<file path="src/rtl/div_unit.sv">
// Iterative 32-bit divider for RV32M DIV/DIVU/REM/REMU.
// Uses a one-bit-per-cycle restoring algorithm on operand magnitudes, then applies a sign fix-up.
// Divide-by-zero and signed overflow skip the iteration and complete on the accept edge.
module div_unit (
   input  logic        clk,
   input  logic        rst,
   input  logic        div_valid_i,
   output logic        div_ready_o,
   input  logic [1:0]  div_op_i,
   input  logic [31:0] div_a_i,
   input  logic [31:0] div_b_i,
   input  logic        div_flush_i,
   output logic [31:0] div_o,
   output logic        div_valid_o,
   input  logic        div_ready_i
);

   typedef enum logic [1:0] {
      IDLE = 2'd0,
      CALC = 2'd1,
      DONE = 2'd2
   } state_t;

   state_t      state_reg;
   state_t      state_next;
   logic [4:0]  cnt_reg;
   logic [31:0] rem_reg;
   logic [31:0] quo_reg;
   logic [31:0] abs_b_reg;
   logic [1:0]  op_reg;
   logic        neg_q_reg;
   logic        neg_r_reg;
   logic [31:0] div_o_reg;

   // Operand decode at the accept edge.
   logic        accept;
   logic        signed_op;
   logic        a_neg;
   logic        b_neg;
   logic [31:0] abs_a;
   logic [31:0] abs_b;
   logic        b_zero;
   logic        sign_ovf;

   assign accept    = (state_reg == IDLE) && div_valid_i && !div_flush_i;
   assign signed_op = !div_op_i[0];
   assign a_neg     = signed_op && div_a_i[31];
   assign b_neg     = signed_op && div_b_i[31];
   assign abs_a     = a_neg ? (~div_a_i + 32'd1) : div_a_i;
   assign abs_b     = b_neg ? (~div_b_i + 32'd1) : div_b_i;
   assign b_zero    = (div_b_i == 32'd0);
   assign sign_ovf  = signed_op && (div_a_i == 32'h8000_0000) && (div_b_i == 32'hFFFF_FFFF);

   // One restoring step: shift {rem,quo} left, try subtracting |b|.
   // The shifted remainder can exceed 32 bits, so its top bit forces "no borrow".
   logic [32:0] shifted;
   logic [32:0] trial;
   logic        no_borrow;
   logic [31:0] rem_step;
   logic [31:0] quo_step;
   logic [31:0] quo_fixed;
   logic [31:0] rem_fixed;
   logic        last_step;

   assign shifted   = {rem_reg, quo_reg[31]};
   assign trial     = shifted - {1'b0, abs_b_reg};
   assign no_borrow = shifted[32] || !trial[32];
   assign rem_step  = no_borrow ? trial[31:0] : shifted[31:0];
   assign quo_step  = {quo_reg[30:0], no_borrow};
   assign quo_fixed = neg_q_reg ? (~quo_step + 32'd1) : quo_step;
   assign rem_fixed = neg_r_reg ? (~rem_step + 32'd1) : rem_step;
   assign last_step = (state_reg == CALC) && (cnt_reg == 5'd31);

   // State register.
   always_ff @(posedge clk) begin
      if (rst) begin
         state_reg <= IDLE;
      end else begin
         state_reg <= state_next;
      end
   end

   // Next-state and handshake outputs; flush overrides every transition.
   always_comb begin
      state_next  = state_reg;
      div_ready_o = (state_reg == IDLE);
      div_valid_o = (state_reg == DONE);
      case (state_reg)
         IDLE: begin
            if (accept) begin
               state_next = (b_zero || sign_ovf) ? DONE : CALC;
            end
         end
         CALC: begin
            if (last_step) begin
               state_next = DONE;
            end
         end
         DONE: begin
            if (div_ready_i) begin
               state_next = IDLE;
            end
         end
         default: state_next = IDLE;
      endcase
      if (div_flush_i) begin
         state_next = IDLE;
      end
   end

   // Datapath: latch operands on accept, iterate in CALC, load the result on the final step.
   always_ff @(posedge clk) begin
      if (rst) begin
         cnt_reg   <= 5'd0;
         rem_reg   <= 32'd0;
         quo_reg   <= 32'd0;
         abs_b_reg <= 32'd0;
         op_reg    <= 2'd0;
         neg_q_reg <= 1'b0;
         neg_r_reg <= 1'b0;
         div_o_reg <= 32'd0;
      end else if (accept) begin
         cnt_reg   <= 5'd0;
         rem_reg   <= 32'd0;
         quo_reg   <= abs_a;
         abs_b_reg <= abs_b;
         op_reg    <= div_op_i;
         neg_q_reg <= a_neg ^ b_neg;
         neg_r_reg <= a_neg;
         if (b_zero) begin
            div_o_reg <= div_op_i[1] ? div_a_i : 32'hFFFF_FFFF;
         end else if (sign_ovf) begin
            div_o_reg <= div_op_i[1] ? 32'd0 : 32'h8000_0000;
         end
      end else if ((state_reg == CALC) && !div_flush_i) begin
         cnt_reg <= cnt_reg + 5'd1;
         rem_reg <= rem_step;
         quo_reg <= quo_step;
         if (last_step) begin
            div_o_reg <= op_reg[1] ? rem_fixed : quo_fixed;
         end
      end
   end

   assign div_o = div_o_reg;

endmodule

</file>
<file path="config.mk">
export PLATFORM = sky130hd
export DESIGN_NAME = div_unit
export DESIGN_NICKNAME = d
export VERILOG_FILES = /design/src/rtl/div_unit.sv
export SDC_FILE = /design/constraint.sdc
export NUM_CORES = 1
export LEC_CHECK = 0
export CORE_MARGIN = 2
export CORE_UTILIZATION = 50
export DETAILED_ROUTE_END_ITERATION = 10
export PLACE_DENSITY = 0.68
export SYNTH_ARGS = -nofsm -noshare
export SYNTH_HDL_FRONTEND = slang
export SYNTH_SLANG_ARGS = --single-unit
</file>
<file path="constraint.sdc">
create_clock -name clk -period 6.2 [get_ports clk]
set_input_delay 1.24 -clock clk [delete_from_list [all_inputs] [get_ports clk]]
set_output_delay 1.24 -clock clk [all_outputs]
set_load 0.1 [all_outputs]
</file>
# After elaboration in Yosys (flattened, before gate mapping)
# Index checks and enable logic that the tools add are counted.
# W data, S select, Z words.
dict set report word_totals {
  register_bits 139
  latch_bits 0
  ramBits 0
  mem_bits_ro 0
  inputBits 71
  output_inout_bits 34
  word_cells 70
  n_memories 0
}
dict set report op_classes {
  n_addsub 6
  n_mul 0
  div_mod_pow 0
  magnitude_cmp 0
  n_eq_ne 9
  shift 0
  muxes 20
  bitwise 5
  reduce_logical 21
}
# operator count
set ops {}
lappend ops {{$mux W32} 15}
lappend ops {{$add A32 B1 Y32 const B} 4}
lappend ops {{$not A32 Y32} 4}
lappend ops {{$eq A32 B32 Y1 const B} 2}
lappend ops {{$sub A33 B32 Y33} 1}
lappend ops {{$logic_not A32 Y1} 1}
lappend ops {{$logic_and A1 B1 Y1} 8}
lappend ops {{$mux W2} 4}
lappend ops {{$pmux W2 S3} 1}
lappend ops {{$reduce_and A3 Y1} 2}
lappend ops {{$add A5 B1 Y5 const B} 1}
lappend ops {{$eq A5 B5 Y1 const B} 1}
lappend ops {{$ne A2 B1 Y1 const B} 2}
lappend ops {{$reduce_bool A2 Y1} 2}
lappend ops {{$reduce_or A2 Y1} 2}
lappend ops {{$logic_not A1 Y1} 3}
lappend ops {{$ne A3 B1 Y1 const B} 1}
lappend ops {{$eq A2 B1 Y1 const B} 1}
lappend ops {{$eq A2 B2 Y1 const B} 1}
lappend ops {{$logic_not A2 Y1} 1}
lappend ops {{$logic_or A1 B1 Y1} 2}
lappend ops {{$ne A2 B2 Y1 const B} 1}
lappend ops {{$xor A1 B1 Y1} 1}

# Longest topological paths before layout
# Gate-level depths: netlist of the first run.
dict set report logic_depth {
  ltp_word 11
  mapped_depth 21
  ltp_nobuf 18
}

# Worst setup path before layout of the first run
# Ideal clock, no wire load.
dict set report synth_timing {
  path_kind {reg-to-reg}
  startpoint {register quo_reg[31]}
  endpoint {register div_o_reg[28] (netlist: div_o[28])}
  setup_time_ps 87
  arrival_ps 4592
  t_required_ps 6113
  slack_ps 1521
  stages_incl_launch_ff 21
  path_buffers 3
  synth_period_minus_slack_ps 4679
  cell_sequence {dfxtp_1 > inv_1 > ha_1 > fa_1 > nor2b_4 > o31ai_2 > a211oi_2 > o31ai_4 > nand2_2 > buf_2 > buf_1 > clkbuf_1 > nand2_1 > o21ai_0 > ha_1 > a21boi_2 > nand2_2 > or3_2 > nor3_1 > mux2_2 > o31ai_1}
}
dict set report synth_between {
  elab_chain_len 11
  elab_cells_between_ends 14
  cone_classes {add/sub: 3; mux: 7; bitwise: 2; reduce/logical: 2}
}
# item line_no
set synth_lines {}
lappend synth_lines {{start, declared} 28} ;# logic [31:0] quo_reg;
lappend synth_lines {{start signal, assigned} 125} ;# quo_reg <= abs_a;
lappend synth_lines {{start signal, assigned} 138} ;# quo_reg <= quo_step;
lappend synth_lines {{$sub A33 B32 Y33} 66} ;# assign trial = shifted - {1'b0, abs_b_reg};
lappend synth_lines {{$logic_not A1 Y1} 67} ;# assign no_borrow = shifted[32] || !trial[32];
lappend synth_lines {{$logic_or A1 B1 Y1} 67}
lappend synth_lines {{$mux W32} 68} ;# assign rem_step = no_borrow ? trial[31:0] : shifted[31:0];
lappend synth_lines {{$not A32 Y32} 71} ;# assign rem_fixed = neg_r_reg ? (~rem_step + 32'd1) : rem_step;
lappend synth_lines {{$add A32 B1 Y32} 71}
lappend synth_lines {{$mux W32} 71}
lappend synth_lines {{$mux W32 *} 140} ;# div_o_reg <= op_reg[1] ? rem_fixed : quo_fixed;
lappend synth_lines {{$mux W32 *} 139} ;# if (last_step) begin
lappend synth_lines {{$mux W32 *} 135} ;# end else if ((state_reg == CALC) && !div_flush_i) begin
lappend synth_lines {{$mux W32 *} 122} ;# end else if (accept) begin
lappend synth_lines {{end signal, assigned} 131} ;# div_o_reg <= div_op_i[1] ? div_a_i : 32'hFFFF_FFFF;
lappend synth_lines {{end signal, assigned} 133} ;# div_o_reg <= div_op_i[1] ? 32'd0 : 32'h8000_0000;
lappend synth_lines {{end signal, assigned} 140}
lappend synth_lines {{end, declared} 33} ;# logic [31:0] div_o_reg;
# Mark *: on every way between the ends. The rest lies on a longest branch, timed or not. The select of a mux whose other input is x is not followed.
# A chain may end at the register's enable or synchronous reset.

# Worst setup path in the final report of the first run
dict set report layout_timing {
  startpoint {register rem_reg[18]}
  endpoint {register div_o_reg[28] (netlist: div_o[28])}
}
dict set report layout_between {
  elab_chain_len 11
  elab_cells_between_ends 14
  cone_classes {add/sub: 3; mux: 7; bitwise: 2; reduce/logical: 2}
}
# item line_no
set layout_lines {}
lappend layout_lines {{start, declared} 27} ;# logic [31:0] rem_reg;
lappend layout_lines {{start signal, assigned} 137} ;# rem_reg <= rem_step;
lappend layout_lines {{$sub A33 B32 Y33} 66}
lappend layout_lines {{$logic_not A1 Y1} 67}
lappend layout_lines {{$logic_or A1 B1 Y1} 67}
lappend layout_lines {{$mux W32} 68}
lappend layout_lines {{$not A32 Y32} 71}
lappend layout_lines {{$add A32 B1 Y32} 71}
lappend layout_lines {{$mux W32} 71}
lappend layout_lines {{$mux W32 *} 140}
lappend layout_lines {{$mux W32 *} 139}
lappend layout_lines {{$mux W32 *} 135}
lappend layout_lines {{$mux W32 *} 122}
# Marks and branches as above.

==> summary.txt, run 1 <==
Outcome
  – Status: complete, no violations

Routing
  – DR WL met2: approximately 17 mm
  – Vias per cell: ~6.3
  – Top routing layer used: met4
  – Wire length per cell: 19.82 um
  – WL final: about 38 mm
  – Met3 WL: around 3 mm
  – Metal-1 WL: roughly 17 mm
  – DRT Pass-1 Iters: 5
  – Final ANT Viol Nets: 0
  – DRC: 0
  – Initial DRC Count: ~1100
  – Via count: between 10000 and 15000

Finish
  – NumNets Final: 1712
  – Area grow syn2layout: 14.82%
  – Commonest non-fill, non-tap cell in the layout: nand2_1
  – Antenna Cells: 0
  – Share of layout cells above drive strength 1: under 10%
  – Design area: between 10000 and 15000 sq um
  – Commonest cells after routing, fill and taps aside: nand2_1, nor2_1, dfxtp_1

Logic synthesis
  – YS warnings: 0
  – Synth Area in Compound Gates: 30.34%
  – Ys flop type: dfxtp_1
  – XOR/XNOR Fraction of Synth Area: roughly a tenth
  – Synthesized area: around 11000 sq um
  – Synth Area in Adders: 4.458%
  – Multiplexer share of the synthesized area: about 1.3%
  – Post-Synth Simple-Gate Area: between 20% and 30%
  – Largest family of logic cells by synthesized area: compound AO/OA/AOI/OAI gates
  – Number of flops mapped to enable cells by yosys: 0
  – Synth Area per Inst: 7.296 sq um
  – Cell count after synthesis: around 1600
  – Synthesized Nets: ~1700
  – Async S/R FF share, synth: 0%
  – Yosys cell types: 87
  – Sequential area share after synthesis: roughly a quarter
  – Flops & latches, synth: ~140

GRT
  – Antenna violations before repair: 0
  – Global-route wire length before repair: between 60 and 70 mm
  – Gr ovfl total: 0
  – Largest net degree at the start of global routing: between 80 and 90
  – Vias in the first global route: approximately 11000
  – Total track usage: between 30% and 40%

STA
  – RSZ-0062 raised after global routing: false
  – Final setup TNS: 0 ps
  – Pins over their slew limit: 0
  – Max_slew headroom: between 20% and 30%
  – Skew final: 15.55 ps
  – Setup violators final: 0
  – Tcrit/Tclk final: around 78%
  – Worst slew pin tran: around 1100 ps
  – F_max: 0.2072 GHz
  – Final Hold Fails: 0
  – Final Critical Period: between 4000 and 5000 ps

Clock tree
  – # H-tree levels: 4
  – Resized cells post-CTS: 0
  – Hold-fix buffers, CTS: 0
  – CTS Buf Count: 17
  – Post-CTS Setup Bufs: 0
  – Clk root buf: clkbuf_16
  – Clk slew on worst S/H paths: 60 ps
  – CTS tree: built
  – Clock latency at the later pin of the worst-skew pair: 440 ps
  – Clock Tree Buf Depth: 2
  – Clock Sinks: roughly 140

Floorplan
  – Die width: ~150 um
  – IO Pins: approximately 110
  – Rows: 55
  – Core Region: 22500 sq um
  – Starting density of the core: between 50% and 60%
  – Die area: roughly 24000 sq um
  – Die height: roughly 150 um

Worst setup path
  – Worst Path Arrival: 5180 ps
  – Reg2Reg Launch Point: rem_reg[18]
  – CP Capture Type: flip-flop
  – Worst path required time: about 6600 ps
  – Origin of the worst setup path: rem_reg[18]
  – Critical path fanouts, max: 13
  – R2r setup slk: roughly 1400 ps
  – CP Class: reg -> reg
  – Worst setup SP type: flip-flop

Hold path
  – Hold/Removal Path Class: reg -> reg
  – HP Start: div_o[9]

Placement
  – Post-DP HPWL: 28.39 mm
  – Routability cong.: about 0.94
  – Port bufs: 104
  – Post-Place Cell Area: between 10000 and 15000 sq um

Power
  – Power per cell area: around 240 nW/um^2
  – Lkg Pwr: around 0.0047 uW
  – Max VDD drop: between 0.00015 and 0.0002 V

Job
  – Max-cap violations: 0
## cells in the mapped netlist, types with 5 or more instances
cell       instances  share of area [%]
or2_2              5               0.27
o41ai_1           16                1.2
nor3_1            48                2.1
o2111ai_1          7               0.54
clkbuf_1          82                2.7
or3_1             24                1.3
o211a_1            5               0.44
a211oi_1          67                4.4
and2_1            13               0.71
buf_1              7               0.23
and3_1            14               0.77
nand3_1           27                1.2
a21oi_1           95                4.2
o21ai_0           91                4.0
buf_2              7               0.31
o221ai_1          17                1.3
a21o_1            19                1.3
a311oi_1          37                2.8
inv_1             54                1.8
a31oi_1           14               0.77
o21bai_1           5               0.33
nand2b_1          16               0.88
xnor2_1           78                6.0
nor4_1             9               0.49
o31ai_1           27                1.8
nand2_1          183                6.0
dfxtp_1          138                 24
o21ai_1            7               0.31
o31a_1             8               0.61
mux2i_1           10               0.88
nor2b_1           12               0.66
xor2_1            48                3.7
nor2_1           179                5.9
and4_1             7               0.54
ha_1              39                4.3
or4_1             13               0.86
o21a_1            10               0.66
o211ai_1          11               0.72
nand4_1           27                1.5
## kinds of logic (layout without fill, tap and decap cells)
| logic type | Yosys count | in the layout |
|---|---|---|
| buffers and inverters | 154 | 206 |
| AOI/OAI and AO/OA | 494 | 494 |
| adders and majority gates | 40 | 40 |
| DFF | 138 | 138 |
| xor gates and xnor gates | 126 | 126 |
| muxes | 14 | 14 |
| and+or+nand+nor | 596 | 596 |
## critical path, stage by stage (launching register included)
cell and delay (ps):
dfxtp_1 460, ha_1 400, a21oi_1 290, o22ai_1 160, o221ai_1 290, and4_1 510
nand2_2 230, o21ai_0 420, ha_1 270, a21boi_2 350, nand2_2 140, or3_2 450
nor3_1 180, mux2_2 380, o31ai_1 220
## path summary, 6_finish.rpt
kind | end | cells past startpoint
setup / recovery | div_o[28] | 14
hold / removal | div_o[9] | 2
setup reg to reg | div_o[28] | 14
hold reg to reg | div_o[9] | 2
## per-layer routing
layer | track usage [%] | vias to the layer above
met5 | 0 | -
li1 | - | 5868
met1 | 43.66 | 5624
met4 | 11.16 | 0
met2 | 49.46 | 487
met3 | 6.128 | 63
## report_power, final
part | internal (uW) | switching, uW | total (uW) | leakage (uW)
logic | 402 | 719 | 1120 | 0.00330
clock network | 562 | 454 | 1020 | 0.000278
registers | 927 | 49.7 | 977 | 0.00113
total | 1890 | 1220 | 3110 | 0.00470
## final cells by class
type,count,area [sq um]
clock buffer,18,429.2
clock inverter,14,137.6
sequential,138,2763
fill,2194,9418
tap,285,356.6
multi-input combinational,1270,8048
timing repair buffer,118,1141
inverter,56,210.2
## stage by stage
step                hold slack (ps)  cells  util [%]  worst slack (ps)  total power (uW)
CTS                           442.0   1899     58.15              1497              3097
global route                  473.8   1899     58.15             962.6              3276
finish                        440.1   1899     58.15              1375              3113
detailed placement            433.5   1867     55.63              1250              2088
floorplan                     431.9   1562         -              1521              1772
global placement              424.8   1867     55.63              1229              2082
Note: power is estimated with default switching activity, not from simulation.
==> run 2, diff against run 1 <==
==> constraint.sdc (replaced) <==
create_clock -name clk -period 4.65 [get_ports clk]
set_input_delay 0.93 -clock clk [delete_from_list [all_inputs] [get_ports clk]]
set_output_delay 0.93 -clock clk [all_outputs]
set_load 0.1 [all_outputs]
==> summary.txt, run 2 (synthesis results as in run 1) <==
Floorplan
  – Starting density of the core: 50.64% (unchanged)
  – Rows: 55 (unchanged)
  – Die width: 155.0 um (unchanged)
  – Die area: 24020 sq um (unchanged)
  – Core Region: 22500 sq um (unchanged)
  – IO Pins: 105 (unchanged)
  – Die height: 155.0 um (unchanged)

Finish
  – Design area: 13430 sq um (was 13090 sq um)
  – Commonest non-fill, non-tap cell in the layout: nand2_1 (unchanged)
  – Share of layout cells above drive strength 1: 7.846% (was 5.390%)
  – Area grow syn2layout: 17.86% (was 14.82%)
  – NumNets Final: 1755 (was 1712)
  – Antenna Cells: 0 (unchanged)
  – Commonest cells after routing, fill and taps aside: nand2_1, nor2_1, dfxtp_1 (unchanged)
  – Non-Filler Instances: 1942 (was 1899)
  – Filler cells: 2107 (was 2194)

Worst setup path
  – CP Capture Type: flip-flop (unchanged)
  – Cell count of the worst reg-to-reg path: 15 (was 14)
  – Reg2Reg Launch Point: quo_reg[31] (was rem_reg[18])
  – Worst path required time: 4930 ps (was 6550 ps)
  – RR Endpoint: div_o[31] (was div_o[28])
  – Origin of the worst setup path: quo_reg[31] (was rem_reg[18])
  – Worst Path Arrival: 4780 ps (was 5180 ps)
  – R2r setup slk: 150 ps (was 1370 ps)
  – Worst setup SP type: flip-flop (unchanged)
  – CP Class: reg -> reg (unchanged)
  – Critical path fanouts, max: 32 (was 13)

Hold path
  – Worst hold path stage count: 2 (unchanged)
  – Hold path endpoint: div_o[22] (was div_o[9])
  – HP Start: div_o[22] (was div_o[9])
  – Hold/Removal Path Class: reg -> reg (unchanged)

Routing
  – Final ANT Viol Nets: 0 (unchanged)
  – Vias per cell: 6.334 (was 6.341)
  – Via count: 12300 (was 12040)
  – Initial DRC Count: 1188 (was 1075)
  – WL final: 38.38 mm (was 37.65 mm)
  – DRT Pass-1 Iters: 5 (unchanged)
  – Wire length per cell: 19.76 um (was 19.82 um)
  – DRC: 0 (unchanged)

Placement
  – Post-DP HPWL: 29.21 mm (was 28.39 mm)
  – Routability cong.: 0.9339 (was 0.9438)
  – Post-Place Cell Area: 12830 sq um (was 12520 sq um)
  – Dpl cells: 1907 (was 1867)
  – Port bufs: 104 (unchanged)
  – DP Worst Slack: 196.5 ps (was 1250 ps)

STA
  – Worst slew pin tran: 1166 ps (was 1133 ps)
  – Final setup TNS: 0 ps (unchanged)
  – Final Hold Fails: 0 (unchanged)
  – Setup violators final: 0 (unchanged)
  – F_max: 0.2223 GHz (was 0.2072 GHz)
  – Final Critical Period: 4498 ps (was 4825 ps)
  – Max_slew headroom: 22.16% (was 24.39%)
  – Skew final: 14.06 ps (was 15.55 ps)
  – Setup WS post-layout: 152.4 ps (was 1375 ps)
  – RSZ-0062 raised after global routing: false (unchanged)
  – Pins over their slew limit: 0 (unchanged)
  – Tcrit/Tclk final: 96.72% (was 77.83%)

GRT
  – Largest net degree at the start of global routing: 89 (unchanged)
  – Vias in the first global route: 11290 (was 11160)
  – Total track usage: 31.59% (was 31.68%)
  – Global-route wire length before repair: 60.59 mm (was 60.63 mm)
  – Antenna violations before repair: 0 (unchanged)
  – Gr ovfl total: 0 (unchanged)

Clock tree
  – CTS tree: built (unchanged)
  – Clk root buf: clkbuf_16 (unchanged)
  – Clock Sinks: 138 (unchanged)
  – Clk slew on worst S/H paths: 60 ps (about the same)
  – CTS Buf Count: 17 (unchanged)
  – Clock Tree Buf Depth: 2 (unchanged)
  – # H-tree levels: 4 (unchanged)
  – Hold-fix buffers, CTS: 0 (unchanged)
  – Clock latency at the later pin of the worst-skew pair: 430 ps (was 440 ps)

Outcome
  – Status: complete, no violations (unchanged)

Job
  – Max-cap violations: 0 (unchanged)

Power
  – Lkg Pwr: 0.004895 uW (was 0.004700 uW)
  – Power per cell area: 312.6 nW/um^2 (was 237.9 nW/um^2)
  – Max VDD drop: 0.0002262 V (was 0.0001842 V)
run 2: cell count changes in the layout (fill, tap and decap cells not counted), moves of 2 or more:
cell	delta
a21oi_1	-2
a21oi_2	+2
buf_4	+42
clkbuf_1	+2
clkinv_4	-2
clkinvlp_4	+2
inv_6	-2
run 2: layout make-up:
type	instances	area [sq um]	area share, %
Multi-Input combinational cell	1270	8071	60.09
Sequential cell	138	2763	20.57
Timing Repair Buffer	161	1476	10.99
Clock buffer	20	436.7	3.251
Tap cell	285	356.6	2.655
Inverter	56	210.2	1.565
Clock inverter	12	117.6	0.8756
run 2: per-layer routing:
metal / track usage [%] / vias up / wire (um)
met5: 0 / - / 0
met4: 11.73 / 0 / 1181
met3: 4.903 / 77 / 2608
met2: 50.26 / 504 / 17050
met1: 43.29 / 5767 / 17540
li1: - / 5953 / -
run 2: how the worst max path moves through the flow:
| stage | endpoint | slack (ps) | depth (start not counted) |
|---|---|---|---|
| floorplan | div_o[28] | 50 | 20 |
| global placement | div_o[31] | 340 | 15 |
| detailed placement | div_o[31] | 200 | 15 |
| CTS | div_o[31] | 180 | 15 |
| global route | div_o[31] | 5 | 15 |
| finish | div_o[31] | 150 | 15 |
run 2: metrics by stage:
step	power, uW	util, %	hold WS [ps]
after floorplan	2363	-	431.9
after global placement	2853	57.01	428.9
after detailed placement	2866	57.01	447.3
after CTS	4174	59.47	454.9
after global routing	4394	59.69	476.5
final	4198	59.69	453.5
run 2: report_power, final:
group / switching (uW) / internal, uW / total [uW]
combinational: 991 / 599 / 1590
sequential: 62.6 / 1240 / 1300
clock: 565 / 743 / 1310
run 2: critical path: stages, from the launching register on:
cell and delay, ps:
dfxtp_1 400, inv_1 60, ha_1 230, fa_1 450, nor2b_4 190, o31ai_4 110
a211oi_4 330, o31ai_4 180, nand2_2 220, buf_12 240, inv_2 90, o41ai_2 420
nand4_2 290, or4_4 590, a2111oi_0 410, o32ai_1 120
run 2: timing repair:
action,in CTS,in global routing
gates resized for setup,0,5
setup buffers,0,3
setup endpoints to repair,0,11
==> run 3, diff against run 2 <==
--- a/config.mk
+++ b/config.mk
@@ -8,7 +8,7 @@
 export CORE_MARGIN = 2
 export CORE_UTILIZATION = 50
 export DETAILED_ROUTE_END_ITERATION = 10
-export PLACE_DENSITY = 0.68
+export PLACE_DENSITY = 0.71
 export SYNTH_ARGS = -nofsm -noshare
 export SYNTH_HDL_FRONTEND = slang
 export SYNTH_SLANG_ARGS = --single-unit
==> constraint.sdc (replaced) <==
create_clock -name clk -period 4 [get_ports clk]
set_input_delay 0.8 -clock clk [delete_from_list [all_inputs] [get_ports clk]]
set_output_delay 0.8 -clock clk [all_outputs]
set_load 0.1 [all_outputs]
==> summary.txt, run 3 (synthesis results as in run 1) <==
Outcome
  – Status: complete, no violations (unchanged)

GRT
  – GRT busiest layer: met2 (unchanged)
  – Total track usage: 32.50% (was 31.59%)
  – Met1 usage: 44.26% (was 43.29%)
  – Largest net degree at the start of global routing: 89 (unchanged)
  – Gr ovfl total: 0 (unchanged)
  – Vias in the first global route: 11750 (was 11290)
  – Global-route wire length before repair: 62.67 mm (was 60.59 mm)
  – Met2 usage in global routing: 52.06% (was 50.26%)
  – Antenna violations before repair: 0 (unchanged)
  – Met3 GRT Util: 5.097% (was 4.903%)

Clock tree
  – CTS Buf Count: 17 (unchanged)
  – Clock latency at the later pin of the worst-skew pair: 440 ps (was 430 ps)
  – # H-tree levels: 4 (unchanged)
  – Clk slew on worst S/H paths: 60 ps (about the same)
  – Hold-fix buffers, CTS: 0 (unchanged)
  – Clock Sinks: 138 (unchanged)
  – Clk root buf: clkbuf_16 (unchanged)
  – Clock Tree Buf Depth: 2 (unchanged)
  – CTS tree: built (unchanged)

Finish
  – Non-Filler Instances: 2010 (was 1942)
  – Antenna Cells: 0 (unchanged)
  – Commonest non-fill, non-tap cell in the layout: nand2_1 (unchanged)
  – Area grow syn2layout: 24.78% (was 17.86%)
  – Commonest cells after routing, fill and taps aside: nand2_1, nor2_1, dfxtp_1 (unchanged)
  – Share of layout cells above drive strength 1: 13.51% (was 7.846%)
  – NumNets Final: 1824 (was 1755)
  – Final Util: 63.19% (was 59.69%)
  – Design area: 14220 sq um (was 13430 sq um)

Worst setup path
  – Reg2Reg Launch Point: abs_b_reg[23] (was quo_reg[31])
  – Worst Path Arrival: 4220 ps (was 4780 ps)
  – Number of cells on the critical path: 16 (was 15)
  – CP Cell Sequence: inv_1 > ha_1 > a21o_1 > nand2b_1 > o221ai_2 > and4_4 > nand2_2 > inv_2 > buf_12 > ha_1 > nand4_1 > nand2b_1 > o31ai_1 > xnor2_1 > o221ai_1 > o31ai_1 (was inv_1 > ha_1 > fa_1 > nor2b_4 > o31ai_4 > a211oi_4 > o31ai_4 > nand2_2 > buf_12 > inv_2 > o41ai_2 > nand4_2 > or4_4 > a2111oi_0 > o32ai_1)
  – CP Capture Type: flip-flop (unchanged)
  – Critical path's top delay family: compound AO/OA/AOI/OAI gates (unchanged)
  – Delay of the slowest critical-path stage: 360 ps (was 590 ps)
  – Origin of the worst setup path: abs_b_reg[23] (was quo_reg[31])
  – Critical path fanouts, max: 23 (was 32)
  – Worst path required time: 4330 ps (was 4930 ps)
  – Bufs and invs on worst path: 3 (unchanged)
  – RR Endpoint: div_o[28] (was div_o[31])
  – Slowest CP cell: nand2b_1 (was or4_4)
  – Worst setup SP type: flip-flop (unchanged)
  – R2r setup slk: 120 ps (was 150 ps)
  – CP Class: reg -> reg (unchanged)
  – Cell count of the worst reg-to-reg path: 16 (was 15)

STA
  – Skew final: 15.89 ps (was 14.06 ps)
  – Setup violators final: 0 (unchanged)
  – Final setup TNS: 0 ps (unchanged)
  – Hold slack final: 438.6 ps (was 453.5 ps)
  – Final Hold Fails: 0 (unchanged)
  – Pins over their slew limit: 0 (unchanged)
  – F_max: 0.2574 GHz (was 0.2223 GHz)
  – Max_slew headroom: 33.42% (was 22.16%)
  – Worst slew pin tran: 973.5 ps (was 1166 ps)
  – Tcrit/Tclk final: 97.11% (was 96.72%)
  – Final Critical Period: 3884 ps (was 4498 ps)

Routing
  – Vias per cell: 6.295 (was 6.334)
  – Final ANT Viol Nets: 0 (unchanged)
  – WL final: 39.39 mm (was 38.38 mm)
  – Via count: 12650 (was 12300)
  – Wire length per cell: 19.60 um (was 19.76 um)
  – Initial DRC Count: 1106 (was 1188)
  – DRT Pass-1 Iters: 8 (was 5)
  – DRC: 0 (unchanged)

Hold path
  – HP Start: div_o[9] (was div_o[22])
  – Hold/Removal Path Class: reg -> reg (unchanged)
  – Hold path endpoint: div_o[9] (was div_o[22])
  – Worst hold path stage count: 2 (unchanged)

Power
  – Power per cell area: 361.1 nW/um^2 (was 312.6 nW/um^2)
  – Max VDD drop: 0.0002278 V (was 0.0002262 V)
  – Lkg Pwr: 0.005293 uW (was 0.004895 uW)

Placement
  – Post-Place Cell Area: 13440 sq um (was 12830 sq um)
  – Dpl cells: 1977 (was 1907)
  – Port bufs: 104 (unchanged)
  – Post-DP HPWL: 30.18 mm (was 29.21 mm)
  – Routability cong.: 0.9548 (was 0.9339)

Floorplan
  – IO Pins: 105 (unchanged)
  – Rows: 55 (unchanged)
  – Die width: 155.0 um (unchanged)
  – Die height: 155.0 um (unchanged)
  – Starting density of the core: 50.64% (unchanged)
  – Core Region: 22500 sq um (unchanged)
  – Die area: 24020 sq um (unchanged)

Job
  – Max-cap violations: 0 (unchanged)
==> run 3: metrics by stage <==
| step | total power [uW] | setup slack, ps |
|---|---|---|
| floorplan | 2782 | -14.30 |
| global placement | 3439 | -66.42 |
| detailed placement | 3460 | -243.9 |
| CTS | 5064 | 22.68 |
| global route | 5372 | -3.160 |
| finish | 5135 | 115.7 |
==> run 3: worst max-delay path by stage <==
stage / end
2_1_floorplan: div_o[28]
3_3_place_gp: div_o[31]
3_5_place_dp: div_o[31]
4_1_cts: div_o[31]
5_1_grt: div_o[25]
6_report: div_o[28]
==> run 3: worst min-delay path, cell delays in order, from the launching register on <==
cell	delay, ps
dfxtp_1	310
nand2_1	50
nand2_1	40
==> run 3: layer usage <==
layer	up-vias	routed length, um
met5	-	0
met4	0	1160
met3	76	3017
met2	539	18010
met1	5940	17200
li1	6097	-
==> run 3: timing repair <==
item | in CTS | in global routing
setup endpoints to repair | 1 | 14
gates resized for setup | 5 | 38
setup buffers | 1 | 1
endpoints found under the hold margin | 0 | 0
pin swaps | 1 | 11
==> run 3: area by class of cell <==
class                      instances  area [sq um]
fill                            2017          8283
tap                              285         356.6
inverter                          56         210.2
clock inverter                    13         147.6
sequential                       138          2770
multi-input combinational       1270          8262
clock buffer                      18         429.2
timing repair buffer             230          2044
==> run 3: power breakdown <==
group          internal [uW]  total (uW)  leakage, uW  switching [uW]
clock                    921        1600     0.000274             677
combinational            820        2030      0.00389            1210
sequential              1440        1510      0.00113            67.9
total                   3180        5140      0.00529            1960
